$ cat src/rtl/ecc_pkg.sv
// Shared SECDED definitions: Hamming code with an extra overall-parity bit
// stored at codeword bit 0, plus the scrub-memory FSM state type.
package ecc_pkg;

  function automatic int calc_m(input int k);
    int m;
    m = 1;
    while ((1 << m) < (m + k + 1)) m = m + 1;
    return m;
  endfunction

  localparam int DATA_W = 8;
  localparam int PAR_W  = calc_m(DATA_W);
  localparam int CW     = PAR_W + DATA_W + 1;

  typedef enum logic [2:0] {
    ST_IDLE,
    ST_HRD,
    ST_HWB,
    ST_SRD,
    ST_SWB
  } state_e;

  typedef struct packed {
    logic [DATA_W-1:0] data;
    logic              sb;
    logic              db;
  } dec_t;

  function automatic logic is_pow2(input int p);
    return (p & (p - 1)) == 0;
  endfunction

  // Data occupies the non-power-of-two positions 1..CW-1 in ascending order.
  function automatic logic [CW-1:0] secded_encode(input logic [DATA_W-1:0] data);
    logic [CW-1:0] cw;
    logic          par;
    int            k;
    cw = '0;
    k  = 0;
    for (int pos = 1; pos < CW; pos++) begin
      if (!is_pow2(pos)) begin
        cw[pos] = data[k];
        k = k + 1;
      end
    end
    for (int p = 0; p < PAR_W; p++) begin
      par = 1'b0;
      for (int pos = 1; pos < CW; pos++) begin
        if ((pos & (1 << p)) != 0) par = par ^ cw[pos];
      end
      cw[1 << p] = par;
    end
    cw[0] = ^cw[CW-1:1];
    return cw;
  endfunction

  // A syndrome pointing past the codeword still counts as single-bit, but
  // nothing is flipped.
  function automatic dec_t secded_decode(input logic [CW-1:0] cw);
    dec_t           res;
    logic [PAR_W-1:0] syn;
    logic           ovr;
    logic [CW-1:0]  fixed;
    int             k;
    syn = '0;
    for (int p = 0; p < PAR_W; p++) begin
      for (int pos = 1; pos < CW; pos++) begin
        if ((pos & (1 << p)) != 0) syn[p] = syn[p] ^ cw[pos];
      end
    end
    ovr   = ^cw;
    fixed = cw;
    if (ovr && (int'(syn) < CW)) fixed[syn] = ~fixed[syn];
    res.sb   = ovr;
    res.db   = !ovr && (syn != '0);
    res.data = '0;
    k = 0;
    for (int pos = 1; pos < CW; pos++) begin
      if (!is_pow2(pos)) begin
        res.data[k] = fixed[pos];
        k = k + 1;
      end
    end
    return res;
  endfunction

endpackage

$ cat src/rtl/ecc_sat_counter.sv
// Event counter that sticks at all-ones; a clear wins over a same-cycle increment.
module ecc_sat_counter #(
  parameter int WIDTH = 16
) (
  input  logic             clk_i,
  input  logic             rst_ni,
  input  logic             inc_i,
  input  logic             clr_i,
  output logic [WIDTH-1:0] cnt_o
);

  logic [WIDTH-1:0] cnt_d, cnt_q;

  always_comb begin
    cnt_d = cnt_q;
    if (clr_i) begin
      cnt_d = '0;
    end else if (inc_i && (cnt_q != '1)) begin
      cnt_d = cnt_q + WIDTH'(1);
    end
  end

  always_ff @(posedge clk_i or negedge rst_ni) begin
    if (!rst_ni) cnt_q <= '0;
    else         cnt_q <= cnt_d;
  end

  assign cnt_o = cnt_q;

endmodule

$ cat src/rtl/ecc_scrub_mem.sv
// SECDED word store with host read correction/write-back and a periodic
// background scrubber that repairs latent single-bit upsets.
module ecc_scrub_mem
  import ecc_pkg::*;
#(
  parameter int K              = DATA_W,
  parameter int DEPTH          = 16,
  parameter int SCRUB_INTERVAL = 256,
  parameter int AW             = $clog2(DEPTH)
) (
  input  logic          clk_i,
  input  logic          rst_ni,
  input  logic          req_i,
  input  logic          we_i,
  input  logic [AW-1:0] addr_i,
  input  logic [K-1:0]  wdata_i,
  output logic          gnt_o,
  output logic          rvalid_o,
  output logic [K-1:0]  rdata_o,
  output logic          rerr_sb_o,
  output logic          rerr_db_o,
  input  logic          scrub_en_i,
  input  logic          inj_i,
  input  logic [AW-1:0] inj_addr_i,
  input  logic [CW-1:0] inj_mask_i,
  input  logic          clr_i,
  output logic [15:0]   sb_cnt_o,
  output logic [15:0]   db_cnt_o,
  output logic [AW-1:0] db_addr_o,
  output logic          irq_db_o
);

  localparam int          TW   = $clog2(SCRUB_INTERVAL);
  localparam logic [TW-1:0] TMAX = TW'(SCRUB_INTERVAL - 1);

  state_e        state_d, state_q;
  logic [TW-1:0] timer_d, timer_q;
  logic [AW-1:0] ptr_d, ptr_q;
  logic [AW-1:0] haddr_d, haddr_q;
  logic [CW-1:0] hcw_d, hcw_q;
  logic [CW-1:0] wb_cw_d, wb_cw_q;
  logic [AW-1:0] db_addr_d, db_addr_q;
  logic          irq_d, irq_q;
  logic [CW-1:0] mem_d [DEPTH];
  logic [CW-1:0] mem_q [DEPTH];

  logic          host_wr, wb_en, sb_ev, db_ev;
  logic [AW-1:0] wb_addr, ev_addr;
  logic [CW-1:0] dec_in;
  dec_t          dec;

  // One shared decoder: scrub reads the array directly, host reads use the captured word.
  assign dec_in = (state_q == ST_SRD) ? mem_q[ptr_q] : hcw_q;
  assign dec    = secded_decode(dec_in);

  always_comb begin
    state_d   = state_q;
    timer_d   = timer_q;
    ptr_d     = ptr_q;
    haddr_d   = haddr_q;
    hcw_d     = hcw_q;
    wb_cw_d   = wb_cw_q;
    gnt_o     = 1'b0;
    rvalid_o  = 1'b0;
    rdata_o   = '0;
    rerr_sb_o = 1'b0;
    rerr_db_o = 1'b0;
    host_wr   = 1'b0;
    wb_en     = 1'b0;
    wb_addr   = haddr_q;
    sb_ev     = 1'b0;
    db_ev     = 1'b0;
    ev_addr   = haddr_q;
    case (state_q)
      ST_IDLE: begin
        gnt_o = req_i;
        if (scrub_en_i && (timer_q != TMAX)) timer_d = timer_q + TW'(1);
        if (req_i) begin
          if (we_i) begin
            host_wr = 1'b1;
          end else begin
            hcw_d   = mem_q[addr_i];
            haddr_d = addr_i;
            state_d = ST_HRD;
          end
        end else if (scrub_en_i && (timer_q == TMAX)) begin
          timer_d = '0;
          state_d = ST_SRD;
        end
      end
      ST_HRD: begin
        rvalid_o  = 1'b1;
        rdata_o   = dec.data;
        rerr_sb_o = dec.sb;
        rerr_db_o = dec.db;
        sb_ev     = dec.sb;
        db_ev     = dec.db;
        wb_cw_d   = secded_encode(dec.data);
        state_d   = dec.sb ? ST_HWB : ST_IDLE;
      end
      ST_HWB: begin
        wb_en   = 1'b1;
        state_d = ST_IDLE;
      end
      ST_SRD: begin
        sb_ev   = dec.sb;
        db_ev   = dec.db;
        ev_addr = ptr_q;
        wb_cw_d = secded_encode(dec.data);
        if (dec.sb) begin
          state_d = ST_SWB;
        end else begin
          ptr_d   = ptr_q + AW'(1);
          state_d = ST_IDLE;
        end
      end
      ST_SWB: begin
        wb_en   = 1'b1;
        wb_addr = ptr_q;
        ptr_d   = ptr_q + AW'(1);
        state_d = ST_IDLE;
      end
      default: state_d = ST_IDLE;
    endcase
  end

  // Write-back is applied last so a colliding injection is discarded.
  always_comb begin
    mem_d = mem_q;
    if (host_wr) mem_d[addr_i] = secded_encode(wdata_i);
    if (inj_i)   mem_d[inj_addr_i] = mem_d[inj_addr_i] ^ inj_mask_i;
    if (wb_en)   mem_d[wb_addr] = wb_cw_q;
  end

  always_comb begin
    db_addr_d = db_addr_q;
    irq_d     = irq_q;
    if (clr_i) begin
      db_addr_d = '0;
      irq_d     = 1'b0;
    end else if (db_ev) begin
      db_addr_d = ev_addr;
      irq_d     = 1'b1;
    end
  end

  always_ff @(posedge clk_i or negedge rst_ni) begin
    if (!rst_ni) begin
      state_q   <= ST_IDLE;
      timer_q   <= '0;
      ptr_q     <= '0;
      haddr_q   <= '0;
      hcw_q     <= '0;
      wb_cw_q   <= '0;
      db_addr_q <= '0;
      irq_q     <= 1'b0;
      for (int i = 0; i < DEPTH; i++) mem_q[i] <= '0;
    end else begin
      state_q   <= state_d;
      timer_q   <= timer_d;
      ptr_q     <= ptr_d;
      haddr_q   <= haddr_d;
      hcw_q     <= hcw_d;
      wb_cw_q   <= wb_cw_d;
      db_addr_q <= db_addr_d;
      irq_q     <= irq_d;
      mem_q     <= mem_d;
    end
  end

  ecc_sat_counter #(.WIDTH(16)) u_sb_cnt (
    .clk_i  (clk_i),
    .rst_ni (rst_ni),
    .inc_i  (sb_ev),
    .clr_i  (clr_i),
    .cnt_o  (sb_cnt_o)
  );

  ecc_sat_counter #(.WIDTH(16)) u_db_cnt (
    .clk_i  (clk_i),
    .rst_ni (rst_ni),
    .inc_i  (db_ev),
    .clr_i  (clr_i),
    .cnt_o  (db_cnt_o)
  );

  assign db_addr_o = db_addr_q;
  assign irq_db_o  = irq_q;

endmodule

$ cat config.mk
export PLATFORM = sky130hd
export DESIGN_NAME = ecc_scrub_mem
export DESIGN_NICKNAME = d
export VERILOG_FILES = /design/src/rtl/ecc_pkg.sv /design/src/rtl/ecc_sat_counter.sv /design/src/rtl/ecc_scrub_mem.sv
export SDC_FILE = /design/constraint.sdc
export NUM_CORES = 1
export LEC_CHECK = 0
export ABC_AREA = 0
export BUFFER_PORTS_ARGS = -buffer_cell sky130_fd_sc_hd__buf_2
export CAP_MARGIN = 20
export CORE_UTILIZATION = 55
export CTS_BUF_LIST = sky130_fd_sc_hd__clkbuf_4
export DETAILED_ROUTE_END_ITERATION = 6
export PLACE_DENSITY = 0.79
export SLEW_MARGIN = 20
export SYNTH_ARGS = -nofsm -noshare
export SYNTH_HDL_FRONTEND = slang
export SYNTH_SLANG_ARGS = --single-unit
$ cat constraint.sdc
create_clock -name clk_i -period 5.9 [get_ports clk_i]
set_clock_uncertainty 0.1 [all_clocks]
set_input_delay 0.295 -clock clk_i [delete_from_list [all_inputs] [get_ports clk_i]]
set_output_delay 0.295 -clock clk_i [all_outputs]
set_load 0.01 [all_outputs]
==> results of run 1 <==
## layer usage
metal,vias to the layer above,part of all wire,GRT usage
li1,8553,-,-
met1,9545,0.34,0.506
met2,1693,0.42,0.592
met3,492,0.15,0.146
met4,0,0.091,0.316
met5,-,0,0
## worst max-delay path: cells and delay by family (launching register included)
kind | cells | cell delay, ns
xor gates and xnor gates | 2 | 0.86
DFF | 1 | 0.56
buffers and inverters | 2 | 0.37
AOI/OAI and AO/OA | 3 | 0.91
and+or+nand+nor | 5 | 1.40
muxes | 1 | 0.34
## report_power, final
part	internal, mW	switching, mW
clock network	1.08	0.978
logic	3.36	3.80
registers	2.85	1.10
total	7.29	5.88
## state kept, by name, summed over array words and instances, names as in the netlist
name / cells
db_addr_o: 4
haddr_q: 4
hcw_q: 13
irq_db_o: 1
mem_q: 208
ptr_q: 4
state_q: 3
timer_q: 8
u_db_cnt.cnt_o: 16
u_sb_cnt.cnt_o: 16
wb_cw_q: 13
## per-stage QoR
stage / worst slack (ns) / power [mW] / instances / hold slack [ns] / utilization
after CTS: 0.0211 / 12.9 / 2950 / 0.00763 / 0.622
after detailed placement: 0.731 / 10.8 / 2779 / 0.313 / 0.588
after global routing: -0.00293 / 13.9 / 2955 / 0.0647 / 0.624
final: 0.197 / 13.2 / 2956 / 0.00259 / 0.624
after floorplan: 1.73 / 9.01 / 2296 / -0.101 / -
after global placement: 0.788 / 10.6 / 2779 / 0.303 / 0.587
## Yosys cell counts (7+ instances only)
master / number
nor3_1: 21
buf_4: 8
mux2_2: 31
mux4_2: 168
xnor2_1: 64
o211ai_1: 18
nor2_1: 358
nor2b_1: 14
dfrtp_1: 290
buf_2: 33
nand3b_1: 11
nand4_1: 8
nand2b_1: 13
inv_1: 29
o21ai_0: 144
nand2_1: 205
xnor2_2: 8
clkbuf_1: 137
a211oi_1: 33
or3_1: 12
and2_1: 7
a21oi_1: 272
buf_1: 19
and3_1: 11
xor2_1: 21
nand3_1: 25
mux2i_1: 225
## logic make-up (layout without fill, tap and decap cells)
logic type	count (synthesis)	in the layout	share of synthesized area
other	0	3	0
buffers and inverters	234	373	0.0461
adders and majority gates	4	4	0.00228
xor gates and xnor gates	100	100	0.0472
DFF	290	290	0.331
and+or+nand+nor	713	713	0.140
AOI/OAI and AO/OA	527	527	0.138
muxes	428	428	0.296
## final cells by class
cell class / instances / area [µm²]
antenna: 3 / 7.51
clock buffer: 122 / 916
clock inverter: 26 / 185
fill: 3138 / 14700
inverter: 31 / 116
multi-input combinational: 1772 / 13800
sequential: 290 / 7260
tap: 518 / 648
timing repair buffer: 194 / 1370
## worst min path at each step
stage                           from      endpoint  slack (ns)  cells past startpoint
final                         rst_ni    mem_q[206]       0.003                      2
after global routing          rst_ni     mem_q[43]        0.06                      2
after CTS                 wdata_i[3]    mem_q[176]       0.008                      5
after detailed placement      rst_ni    mem_q[147]        0.31                      1
after global placement        rst_ni    mem_q[147]        0.30                      1
after floorplan               rst_ni  db_addr_o[0]       -0.10                      0
## timing repair
action,CTS,global route
setup endpoints to repair,0,5
hold buffers,23,0
endpoints found under the hold margin,309,0
buffers inserted,0,2
resized for setup,0,3
==> metrics.md, run 1 <==
| Metric | Value |
|---|---|
| DRC viols | `0` |
| Clock latency on the worst-skew pair | `0.85 ns` |
| Crit start category | `register` |
| Post-Syn Instances | `2296` |
| Avg Cell Area, Syn | `around 9.6 µm²` |
| Final Critical Period | `between 5 and 6 ns` |
| PortBufs | `84` |
| Final Max Tran Viols | `0` |
| Worst R2R End | `wb_cw_q[0]` |
| Die area | `between 40000 and 50000 µm²` |
| Post-synth top flop | `dfrtp_1` |
| Post-synthesis cell type count | `81` |
| Critical Path Slowest Stage Cell | `dfrtp_1` |
| Number of synthesized flops with an enable pin | `0` |
| Final hold vios | `0` |
| Outcome | `finished, final reports clean` |
| Post-synth design cell area | `21900 µm²` |
| Avg Vias per Cell | `slightly below 7` |
| Period utilization | `0.967` |
| Setup TNS | `0 ns` |
| Max-cap violation count | `0` |
| CTS tree | `yes` |
| Initial Util | `0.563` |
| CTS buffer count | `85` |
| Row cnt | `between 70 and 80` |
| Max_slew headroom | `0.256` |
| Gr ovfl total | `0` |
| Placed cell area | `around 23000 µm²` |
| Reg2reg path depth | `14` |
| CORE AREA | `39000 µm²` |
| FF-to-FF setup slack | `0.75 ns` |
| Crit Path Class | `reg2out` |
| Gr usage total | `0.411` |
| Leak Pwr | `about 10 nW` |
| Async set-reset flop share out of synthesis | `1.00` |
| Initial antenna violation count | `3` |
| Via count | `20300` |
| Seq/Total Area, Yosys | `0.331` |
| Yosys top cell by area | `dfrtp_1` |
| Power density cells | `541 nW/µm²` |
| HPWL after DPL | `between 50000 and 60000 µm` |
| Synth top area cells | `dfrtp_1 (33%), mux4_2 (17%), mux2i_1 (10%)` |
| Peak supply drop | `0.317 mV` |
| Fmax | `between 0.15 and 0.2 GHz` |
| Hold WC Path Type | `in2async` |
| Fin nets | `between 2000 and 2500` |
| CP Max Fanout | `12` |
| Nature of the critical path endpoint | `output pin` |
| Post-synth net total | `between 2000 and 2500` |
| YS warnings | `0` |
| R2R Path Start | `state_q[0]` |
| Crit path capture | `rdata_o[7]` |
| Largest net degree at the start of global routing | `just under 200` |
| Clock sinks | `between 200 and 300` |
| # IOs | `85` |
| GPL Wtd Cong | `~0.99` |
| Slew of the pin with the lowest slew margin | `1.11 ns` |
| DR iter-0 viols | `between 2000 and 3000` |
| Yosys top cell area share | `0.331` |
| Crit-path most repeated cell | `nand2_1` |
| Reg clk slew, reported paths | `approximately 0.07 ns` |
| CP Data Arrival Time | `5.31 ns` |
| Die extent in x | `approximately 200 µm` |
| DRT Pass-1 Iters | `6` |
| Routed WL per cell | `~28 µm` |
| Area Overhead vs Synth | `10.9%` |
| CTS max path bufs | `3` |
| Most frequent cells in the layout | `nor2_1 (343), dfrtp_1 (288), a21oi_1 (272), mux2i_1 (224), nand2_1 (205)` |
| Clk root buf | `clkbuf_4` |
| Critical Path Start | `state_q[0]` |
| # H-tree levels | `3` |
| Design Area, Final | `24300 µm²` |
| CP max stage delay | `about 0.56 ns` |
| First-pass GRT wire length | `approximately 120000 µm` |
| Crit-path cells | `and3b_1, buf_4, nand2_1, o31ai_1, a21oi_2, xnor2_2, xor2_2, nand2_1, mux2_2, or4_1, o21a_1, nor2_1, buf_2` |
| Die span in y | `between 200 and 250 µm` |
| WL final | `a little over 80000 µm` |
| Antenna viol nets, final | `0` |
| Most common cell after layout, fill and taps aside | `nor2_1` |
| #FFs+latches synth | `a little under 300` |
| WP data required | `5.51 ns` |
| # setup viols final | `0` |
| Vias in the first global route | `~20000` |
| Layout cells sized above 1 | `0.231` |
Note: power is estimated with default switching activity, not from simulation.
==> run 2: changes to the inputs <==
--- a/config.mk
+++ b/config.mk
@@ -6,7 +6,7 @@
 export NUM_CORES = 1
 export LEC_CHECK = 0
 export ABC_AREA = 0
-export BUFFER_PORTS_ARGS = -buffer_cell sky130_fd_sc_hd__buf_2
+export BUFFER_PORTS_ARGS = -buffer_cell sky130_fd_sc_hd__buf_4
 export CAP_MARGIN = 20
 export CORE_UTILIZATION = 55
 export CTS_BUF_LIST = sky130_fd_sc_hd__clkbuf_4
==> metrics.md, run 2 (synthesis gave the netlist of run 1 again) <==
| Metric | Value |
|---|---|
| Outcome | `finished, final reports clean` |
| Design Area, Final | `24500 µm² (+0.61%)` |
| Final instance count without filler cells | `2965 (+0.30%)` |
| Clock latency on the worst-skew pair | `0.85 ns (about the same)` |
| Initial Util | `0.563 (unchanged)` |
| Multi-input logic area | `13800 µm² (-0.30%)` |
| HPWL after DPL | `52600 µm (+2.0%)` |
| Final hold vios | `0 (unchanged)` |
| FF-to-FF setup slack | `0.56 ns (-0.19 ns)` |
| Clk root buf | `clkbuf_4` |
| Area Overhead vs Synth | `11.6%` |
| Vias in the first global route | `20000 (-0.38%)` |
| Crit start category | `register` |
| WL final | `81800 µm (-1.4%)` |
| Reg2reg path depth | `15 (+1)` |
| Die extent in x | `202 µm (unchanged)` |
| R2R Path Start | `state_q[0]` |
| Avg Vias per Cell | `6.90 (+0.58%)` |
| Setup slack at placement | `0.539 ns (-0.192 ns)` |
| Combinational power share | `0.552 (+0.008)` |
| Largest register FFs | `208 (unchanged)` |
| Largest net degree at the start of global routing | `87 (-55%)` |
| Period utilization | `0.975 (+0.00786)` |
| CORE AREA | `39000 µm² (unchanged)` |
| CP Data Arrival Time | `5.35 ns (+0.04 ns)` |
| Worst R2R End | `mem_q[104]` |
| Reg clk slew, reported paths | `0.08 ns (about the same)` |
| Sw Ratio | `0.453 (+0.00643)` |
| Gr usage total | `0.406 (-0.00569)` |
| Gr ovfl total | `0 (unchanged)` |
| Row cnt | `72 (unchanged)` |
| DRC viols | `0 (unchanged)` |
| GPL Wtd Cong | `0.996 (+0.45%)` |
| Peak supply drop | `0.331 mV (+4.6%)` |
| Layout cells sized above 1 | `0.230 (-0.000851)` |
| PortBufs | `84 (unchanged)` |
| Power density cells | `534 nW/µm² (-1.2%)` |
| DRT Pass-1 Iters | `6 (unchanged)` |
| CP Max Fanout | `11 (-1)` |
| Most frequent cells in the layout | `nor2_1 (343), dfrtp_1 (288), a21oi_1 (272), mux2i_1 (224), nand2_1 (204)` |
| Clock share of power | `0.144 (-0.012)` |
| Die area | `40700 µm² (unchanged)` |
| Net switching power | `5.93 mW (+0.82%)` |
| Sequential power share | `0.304 (+0.004)` |
| Nature of the critical path endpoint | `output pin` |
| Die span in y | `202 µm (unchanged)` |
| DR iter-0 viols | `3157 (+21%)` |
| Worst setup margin | `0.150 ns (-0.0464 ns)` |
| Largest Register | `mem_q` |
| WP data required | `5.51 ns (about the same)` |
| RSZ-0062 raised after global routing | `no` |
| Internal power | `7.16 mW (-1.8%)` |
| Total power draw | `13.1 mW (-0.62%)` |
| Hold WC Path Type | `in2async` |
| Fmax | `0.174 GHz (-0.81%)` |
| Antenna viol nets, final | `0 (unchanged)` |
| Final core utilization | `0.628 (+0.00382)` |
| # setup viols final | `0 (unchanged)` |
| FILL cells | `3176 (+1.2%)` |
| Initial antenna violation count | `3 (unchanged)` |
| Most common cell after layout, fill and taps aside | `nor2_1` |
| Area occupied by registers | `7260 µm² (unchanged)` |
| Fin nets | `2421 (+0.29%)` |
| Slew of the pin with the lowest slew margin | `1.04 ns (-0.0728 ns)` |
| Leak Pwr | `10.1 nW (+0.12%)` |
| Setup TNS | `0 ns (unchanged)` |
| Placed cell area | `23100 µm² (+0.86%)` |
| CTS tree | `yes` |
| Final Critical Period | `5.75 ns (+0.0464 ns)` |
| CTS max path bufs | `3 (unchanged)` |
| Max-cap violation count | `0 (unchanged)` |
| Final Max Tran Viols | `0 (unchanged)` |
| Placed cells | `2786 (+0.25%)` |
| # IOs | `85 (unchanged)` |
| CTS buffer count | `81 (-4.7%)` |
| Crit Path Class | `reg2out` |
| First-pass GRT wire length | `122000 µm (-0.83%)` |
| Clock sinks | `290 (unchanged)` |
| # H-tree levels | `3 (unchanged)` |
| Via count | `20500 (+0.89%)` |
| Max_slew headroom | `0.298 (+0.0428)` |
| WHS | `0.00666 ns (+0.00407 ns)` |
| Routed WL per cell | `27.6 µm (-1.7%)` |
-- run 2: cell types whose count changed in the layout (fill, tap and decap cells not counted), sizes merged --
cell,delta
clkbuf,-8
bufinv,-2
clkinv,+7
buf,+6
inv,-1
clkinvlp,+2
dlygate4sd3,+5
-- run 2: how the worst max path moves through the flow --
stage             start    endpoint  slack [ns]  depth (start not counted)
2_1_floorplan  ptr_q[0]  wb_cw_q[0]        1.73                         16
3_3_place_gp   ptr_q[1]  wb_cw_q[0]        0.70                         13
3_5_place_dp   ptr_q[1]  wb_cw_q[0]        0.54                         13
4_1_cts        ptr_q[1]  rdata_o[6]        0.02                         12
5_1_grt        ptr_q[0]  rdata_o[7]        0.05                         14
6_report       ptr_q[2]  rdata_o[7]        0.15                         11
-- run 2: per-layer routing --
| layer | routed length [µm] | up-vias | GRT usage |
|---|---|---|---|
| met5 | 13 | - | 0 |
| met4 | 7140 | 2 | 0.294 |
| met3 | 12200 | 511 | 0.149 |
| met2 | 34400 | 1711 | 0.583 |
| met1 | 28100 | 9682 | 0.504 |
| li1 | - | 8557 | - |
-- run 2: final cells by class --
cell class,instances,share of cell area
clock inverters,32,0.00659
inverters,31,0.00475
repair buffers,205,0.0672
multi-input cells,1772,0.563
flip-flops and latches,290,0.297
clock buffers,114,0.0349
well taps,518,0.0265
diodes,3,0.000307
-- run 2: worst max-delay path, cell delays in order, from the launching register on --
cell,delay [ns]
dfrtp_1,0.86
inv_2,0.38
mux2_2,0.38
a221oi_2,0.66
xnor2_2,0.30
xor2_1,0.44
nand2_1,0.16
mux2_2,0.34
or4_1,0.40
o21a_1,0.26
nor2_1,0.18
buf_4,0.15
-- run 2: repair_timing --
item	CTS	global route
setup endpoints to repair	0	14
resized for setup	0	5
buffers inserted	0	2
hold buffers	28	0
endpoints found under the hold margin	257	0
-- run 2: power by group through the flow --
stage | Sequential [mW] | Combinational, mW | Clock, mW
3_5_place_dp | 3.95 | 6.95 | 0
4_1_cts | 3.93 | 6.98 | 1.90
5_1_grt | 4.02 | 7.81 | 2.02
6_report | 3.98 | 7.23 | 1.88
2_1_floorplan | 3.32 | 5.69 | 0
3_3_place_gp | 3.91 | 6.77 | 0
